### config.mk
export PLATFORM = sky130hd
export DESIGN_NAME = store_monitor
export DESIGN_NICKNAME = d
export VERILOG_FILES = /design/src/rtl/store_monitor.sv
export SDC_FILE = /design/constraint.sdc
export NUM_CORES = 1
export LEC_CHECK = 0
export CORE_MARGIN = 5
export CORE_UTILIZATION = 56
export DETAILED_ROUTE_END_ITERATION = 10
export GPL_ROUTABILITY_DRIVEN = 0
export HOLD_SLACK_MARGIN = 0.12
export PLACE_DENSITY = 0.85
export SYNTH_ARGS = -nofsm -noshare
export SYNTH_HDL_FRONTEND = slang
export SYNTH_SLANG_ARGS = --single-unit
### constraint.sdc
create_clock -name clk -period 12.97 [get_ports clk]
set_input_delay 1.9455 -clock clk [delete_from_list [all_inputs] [get_ports clk]]
set_output_delay 1.9455 -clock clk [all_outputs]
set_load 0.03 [all_outputs]
### src/rtl/store_monitor.sv
// store_monitor: watches the CPU data-memory store bus, decides a PASS/FAIL
// verdict in hardware and keeps a show-ahead trace FIFO of sampled stores.
module store_monitor #(
  parameter logic [31:0] PASS_ADDR    = 32'd100,
  parameter logic [31:0] PASS_DATA    = 32'd25,
  parameter logic [31:0] SCRATCH_ADDR = 32'd96,
  parameter int unsigned TIMEOUT      = 1000,
  parameter int unsigned DEPTH        = 8
) (
  input  logic        clk,
  input  logic        reset,
  input  logic        mem_write,
  input  logic [31:0] data_adr,
  input  logic [31:0] write_data,
  input  logic        trace_rd,
  output logic        trace_valid,
  output logic [31:0] trace_adr,
  output logic [31:0] trace_data,
  output logic        trace_overflow,
  output logic        done,
  output logic        pass,
  output logic        fail,
  output logic [1:0]  fail_code,
  output logic [15:0] store_count,
  output logic [31:0] cycle_count
);

  localparam int unsigned AW = $clog2(DEPTH);
  localparam logic [31:0]  TIMEOUT_LAST = 32'(TIMEOUT - 1);
  localparam logic [AW:0]  FULL_COUNT   = (AW + 1)'(DEPTH);
  localparam logic [AW:0]  CNT_ZERO     = (AW + 1)'(0);
  localparam logic [AW:0]  CNT_ONE      = (AW + 1)'(1);
  localparam logic [AW-1:0] PTR_ONE     = AW'(1);

  localparam logic [1:0] ST_RUN  = 2'd0;
  localparam logic [1:0] ST_PASS = 2'd1;
  localparam logic [1:0] ST_FAIL = 2'd2;

  localparam logic [1:0] CODE_NONE    = 2'd0;
  localparam logic [1:0] CODE_BADADR  = 2'd1;
  localparam logic [1:0] CODE_TIMEOUT = 2'd2;

  logic [1:0]  r_state;
  logic        r_done;
  logic        r_pass;
  logic        r_fail;
  logic [1:0]  r_fail_code;
  logic [15:0] r_store_count;
  logic [31:0] r_cycle_count;
  logic        r_overflow;

  logic [31:0]   r_mem_adr  [DEPTH];
  logic [31:0]   r_mem_data [DEPTH];
  logic [AW-1:0] r_wptr;
  logic [AW-1:0] r_rptr;
  logic [AW:0]   r_count;

  logic        w_store;
  logic        w_is_pass;
  logic        w_is_bad;
  logic        w_timeout;
  logic [1:0]  w_next_state;
  logic [1:0]  w_next_code;
  logic        w_trace_valid;
  logic        w_full;
  logic        w_pop;
  logic        w_push_ok;
  logic        w_drop;
  logic [AW:0] w_next_count;

  // Classify the current edge: is there a store, and does it decide the verdict.
  always_comb begin
    // An unknown strobe must never count as a store.
    w_store   = (mem_write === 1'b1) && (r_state == ST_RUN);
    w_is_pass = w_store && (data_adr == PASS_ADDR) && (write_data == PASS_DATA);
    w_is_bad  = w_store && !w_is_pass && (data_adr != SCRATCH_ADDR);
    w_timeout = (r_state == ST_RUN) && (r_cycle_count == TIMEOUT_LAST);
  end

  // Next verdict state; a deciding store takes priority over the timeout.
  always_comb begin
    w_next_state = r_state;
    w_next_code  = r_fail_code;
    if (r_state == ST_RUN) begin
      if (w_is_pass) begin
        w_next_state = ST_PASS;
        w_next_code  = CODE_NONE;
      end else if (w_is_bad) begin
        w_next_state = ST_FAIL;
        w_next_code  = CODE_BADADR;
      end else if (w_timeout) begin
        w_next_state = ST_FAIL;
        w_next_code  = CODE_TIMEOUT;
      end else begin
        w_next_state = ST_RUN;
      end
    end else begin
      w_next_state = r_state;
    end
  end

  // Trace FIFO handshake: a pop frees the slot a same-edge push needs when full.
  always_comb begin
    w_trace_valid = (r_count != CNT_ZERO);
    w_full        = (r_count == FULL_COUNT);
    w_pop         = trace_rd && w_trace_valid;
    w_push_ok     = w_store && (!w_full || w_pop);
    w_drop        = w_store && w_full && !w_pop;
    case ({w_push_ok, w_pop})
      2'b10:   w_next_count = r_count + CNT_ONE;
      2'b01:   w_next_count = r_count - CNT_ONE;
      default: w_next_count = r_count;
    endcase
  end

  // Verdict state, registered verdict outputs and run counters.
  always_ff @(posedge clk) begin
    if (!reset) begin
      r_state       <= ST_RUN;
      r_done        <= 1'b0;
      r_pass        <= 1'b0;
      r_fail        <= 1'b0;
      r_fail_code   <= CODE_NONE;
      r_store_count <= 16'd0;
      r_cycle_count <= 32'd0;
    end else begin
      r_state     <= w_next_state;
      r_done      <= (w_next_state != ST_RUN);
      r_pass      <= (w_next_state == ST_PASS);
      r_fail      <= (w_next_state == ST_FAIL);
      r_fail_code <= w_next_code;
      if (r_state == ST_RUN) begin
        r_cycle_count <= r_cycle_count + 32'd1;
      end
      if (w_store && (r_store_count != 16'hFFFF)) begin
        r_store_count <= r_store_count + 16'd1;
      end
    end
  end

  // FIFO pointers, occupancy and the sticky overflow flag.
  always_ff @(posedge clk) begin
    if (!reset) begin
      r_wptr     <= {AW{1'b0}};
      r_rptr     <= {AW{1'b0}};
      r_count    <= CNT_ZERO;
      r_overflow <= 1'b0;
    end else begin
      if (w_push_ok) begin
        r_wptr <= r_wptr + PTR_ONE;
      end
      if (w_pop) begin
        r_rptr <= r_rptr + PTR_ONE;
      end
      r_count <= w_next_count;
      if (w_drop) begin
        r_overflow <= 1'b1;
      end
    end
  end

  // FIFO storage; contents need no reset since occupancy gates visibility.
  always_ff @(posedge clk) begin
    if (w_push_ok) begin
      r_mem_adr[r_wptr]  <= data_adr;
      r_mem_data[r_wptr] <= write_data;
    end
  end

  assign trace_valid    = w_trace_valid;
  assign trace_adr      = r_mem_adr[r_rptr];
  assign trace_data     = r_mem_data[r_rptr];
  assign trace_overflow = r_overflow;
  assign done           = r_done;
  assign pass           = r_pass;
  assign fail           = r_fail;
  assign fail_code      = r_fail_code;
  assign store_count    = r_store_count;
  assign cycle_count    = r_cycle_count;

endmodule

==> impl_metrics.csv <==
group,metric,value,unit
synthesis,seq_area_frac_synth,74.59,%
placement,dpl.hpwl,27160,microns
synthesis,syn-num-nets,1213,
power_and_ir_drop,power.switching,1.210,mW
synthesis,synth-seq-cells,581,
synthesis,syn_avg_cell_area,19.76,sq um
route,post-route-drc-count,0,
cells_and_area,syn_to_final_growth,19.11,%
route,drt-wirelength-per-cell,25.66,microns
floorplanning,dieWidth,210.3,microns
power_and_ir_drop,p_total,4.663,mW
cts,cts_tree,"yes",
sta,whs,0.4857,ns
hold_path,holdCritStartpoint,"trace_overflow",
setup_path,cp-end-kind,"output pin",
setup_path,crit_path_start_kind,"flip-flop",
route,drt_wl_total,49470,microns
sta,max_freq,169.8,MHz
sta,skew,0.01976,ns
sta,fin_crit,5.889,ns
sta,timing.final.ws_setup,7.081,ns
floorplanning,die_y,210.3,microns
power_and_ir_drop,leakage,8.322,nW
placement,dpl-instance-area,0.02500,sq mm
route,drt_first_pass_iters,5,
setup_path,crit_chain,"buf_4 -> mux4_2 -> mux2_2 -> clkdlybuf4s50_1",
placement,dp.cells,1820,
synthesis,syn_inst,1137,
global_route,grt_pass1_vias,12270,
floorplanning,die_area,0.04422,sq mm
cts,root_buffer,"clkbuf_16",
route,drt-vias-per-instance,6.134,
hold_path,hold_path_depth,2,
sta,maxSlewHeadroom,17.52,%
floorplanning,io_pins,187,
cts,clkTransAtPathRegs,0.06,ns
synthesis,synth_top_family_by_area,"multiplexers",
route,drt-initial-drc-count,980,
setup_path,cpPeakStageDelay,0.94,ns
placement,portBuffers,186,
global_route,grt_use_total,22.47,%
power_and_ir_drop,power.density,174.3,mW/mm^2
setup_path,r2r_slack,9.59,ns
synthesis,synth_xor_area_share,1.521,%
cells_and_area,nets,1429,
power_and_ir_drop,p_int,3.453,mW
sta,setup_viol,0,
setup_path,arrival,3.94,ns
global_route,overflow,0,
cts,cts_buffer_depth,3,
power_and_ir_drop,clkPwrFrac,33.2,%
cts,ctsResizeCount,0,
synthesis,muxShareOfSynthArea,16.18,%
cts,cts_inserted_buffers,56,
sta,finalSetupTns,0,ns
synthesis,synth_simple_gate_area_share,4.902,%
floorplanning,coreArea,0.03973,sq mm
route,antenna_left,0,
cts,cts_sinks,581,
cells_and_area,stdcell_count,1928,
floorplanning,start_util,56.54,%
cts,cts_max_level,2,
setup_path,worstReg2RegStart,"r_state[1]",
synthesis,synth_area,0.02246,sq mm
setup_path,required,11.02,ns
sta,tightestPinTransition,1.234,ns
synthesis,synthDistinctLibCells,48,
power_and_ir_drop,ir_drop,100.1,uV
sta,finalMaxSlewViolations,0,
synthesis,synth_edf_count,512,
cells_and_area,most-common-layout-cells,"512 x edfxtp_1, 186 x clkdlybuf4s50_1, 128 x mux4_2",
global_route,grt_pass1_wl,75510,microns
setup_path,cp_max_fo,54,
hold_path,whs_endpoint,"trace_overflow",
synthesis,ys.warnings.count,0,
route,num_vias,11830,
synthesis,yosys.area_share.adder,0.4790,%
cells_and_area,fillerInstances,2454,
cells_and_area,drive_above_1_share,21.67,%
cells_and_area,final_common_cell,"edfxtp_1",
sta,hold_viol_final,0,
setup_path,r2r_cells,6,
synthesis,synth_compound_area_share,1.337,%
synthesis,synthArstFlopShare,0,%
global_route,grt_max_degree,83,
global_route,antenna_found_initial,4,
power_and_ir_drop,pwr-share-comb,20.5,%
cts,clock_latency,0.59,ns
sta,period_share,45.41,%
flow_run,drv_cap,0,
setup_path,cp_slowest_cell,"buf_4",
hold_path,hp-class,"flip-flop to flip-flop",
outcome,outcome,"complete, no violations",
setup_path,critical_path_class,"flip-flop to output pin",
cts,cts_setup_buffers,0,
placement,place_ws,7.558,ns
cells_and_area,final_core_util,67.34,%
setup_path,reg2reg_to,"r_mem_data[7][21]",
cts,cts_hold_buf,0,
power_and_ir_drop,seq_power_share,46.3,%
synthesis,ys.flop_type,"edfxtp_1",
sta,rsz0062_at_grt,"false",
power_and_ir_drop,p_sw_share,25.94,%
floorplanning,fp-row-count,73,
cells_and_area,stdcell_area,0.02676,sq mm
registers in the layout, summed over array words and instances, names as in the netlist, named ones only:
signal,cells
cycle_count,32
done,1
fail,1
fail_code,2
pass,1
r_count,4
r_mem_adr,256
r_mem_data,256
r_rptr,3
r_state,2
r_wptr,3
store_count,16
trace_overflow,1
layer usage:
layer  up-vias  GRT usage (%)  wire length, microns
met1      6114          31.75                 19980
met5         -              0                     7
met4         2          6.773                  1261
met2       544          36.04                 24250
li1       5086              -                     -
met3        80          4.822                  3974
cell type report:
| type | instances | area, sq um | share of cell area [%] |
|---|---|---|---|
| Timing Repair Buffer | 206 | 2012 | 7.520 |
| Clock inverter | 34 | 269.0 | 1.005 |
| Clock buffer | 69 | 1471 | 5.499 |
| Sequential cell | 581 | 16770 | 62.67 |
| Antenna cell | 5 | 12.51 | 0.04676 |
| Inverter | 9 | 33.78 | 0.1263 |
| Tap cell | 525 | 656.9 | 2.455 |
| Multi-Input combinational cell | 499 | 5533 | 20.68 |
cell families after synthesis:
group,count (synthesis)
flops,581
simple gates,208
mux,195
buf+inv,57
compound gates,49
xor+xnor,39
fa+ha+maj,8
synth_stat cells, types with 2 or more instances:
cell | n | area, sq um
a211oi_1 | 4 | 30.03
a21o_1 | 2 | 15.01
a21oi_1 | 21 | 105.1
and2_1 | 2 | 12.51
and3_1 | 11 | 68.82
and4_1 | 4 | 35.03
buf_1 | 17 | 63.81
clkbuf_1 | 29 | 108.9
dfxtp_1 | 69 | 1381
edfxtp_1 | 512 | 15370
ha_1 | 7 | 87.58
inv_1 | 8 | 30.03
mux2_2 | 64 | 720.7
mux2i_1 | 3 | 30.03
mux4_2 | 128 | 2883
nand2_1 | 33 | 123.9
nand2b_1 | 6 | 37.54
nand3_1 | 16 | 80.08
nand3b_1 | 2 | 15.01
nand4_1 | 13 | 81.33
nor2_1 | 55 | 206.5
nor3_1 | 14 | 70.07
nor3b_1 | 4 | 30.03
nor4_1 | 20 | 125.1
nor4b_1 | 2 | 17.52
nor4bb_1 | 5 | 50.05
o211ai_1 | 2 | 15.01
o21ai_0 | 9 | 45.04
o21bai_1 | 2 | 15.01
o31ai_1 | 4 | 30.03
or3_1 | 9 | 56.30
or4_1 | 7 | 52.55
xnor2_1 | 26 | 227.7
xor2_1 | 13 | 113.9
worst max path at each step:
stage	end	slack, ns	cells after the start
after floorplan	r_mem_adr[0][0]	3.38	4
after global placement	trace_adr[3]	7.60	4
after detailed placement	trace_adr[0]	7.56	4
after CTS	trace_adr[30]	6.89	4
after global routing	trace_adr[4]	6.69	4
final	trace_adr[30]	7.08	4
power by group through the flow:
stage / clock network, mW / logic [mW] / registers [mW]
floorplan: 0 / 0.671 / 2.16
global placement: 0 / 0.941 / 2.19
detailed placement: 0 / 0.955 / 2.20
CTS: 1.58 / 0.969 / 2.16
global route: 1.66 / 1.02 / 2.17
finish: 1.55 / 0.956 / 2.16
worst max-delay path, delay by kind of cell, from the launching register on:
kind     cells  cell delay (ns)
flops        1             0.84
mux          2             0.92
buf+inv      2             1.54
Power figures use the tool's default switching activity.
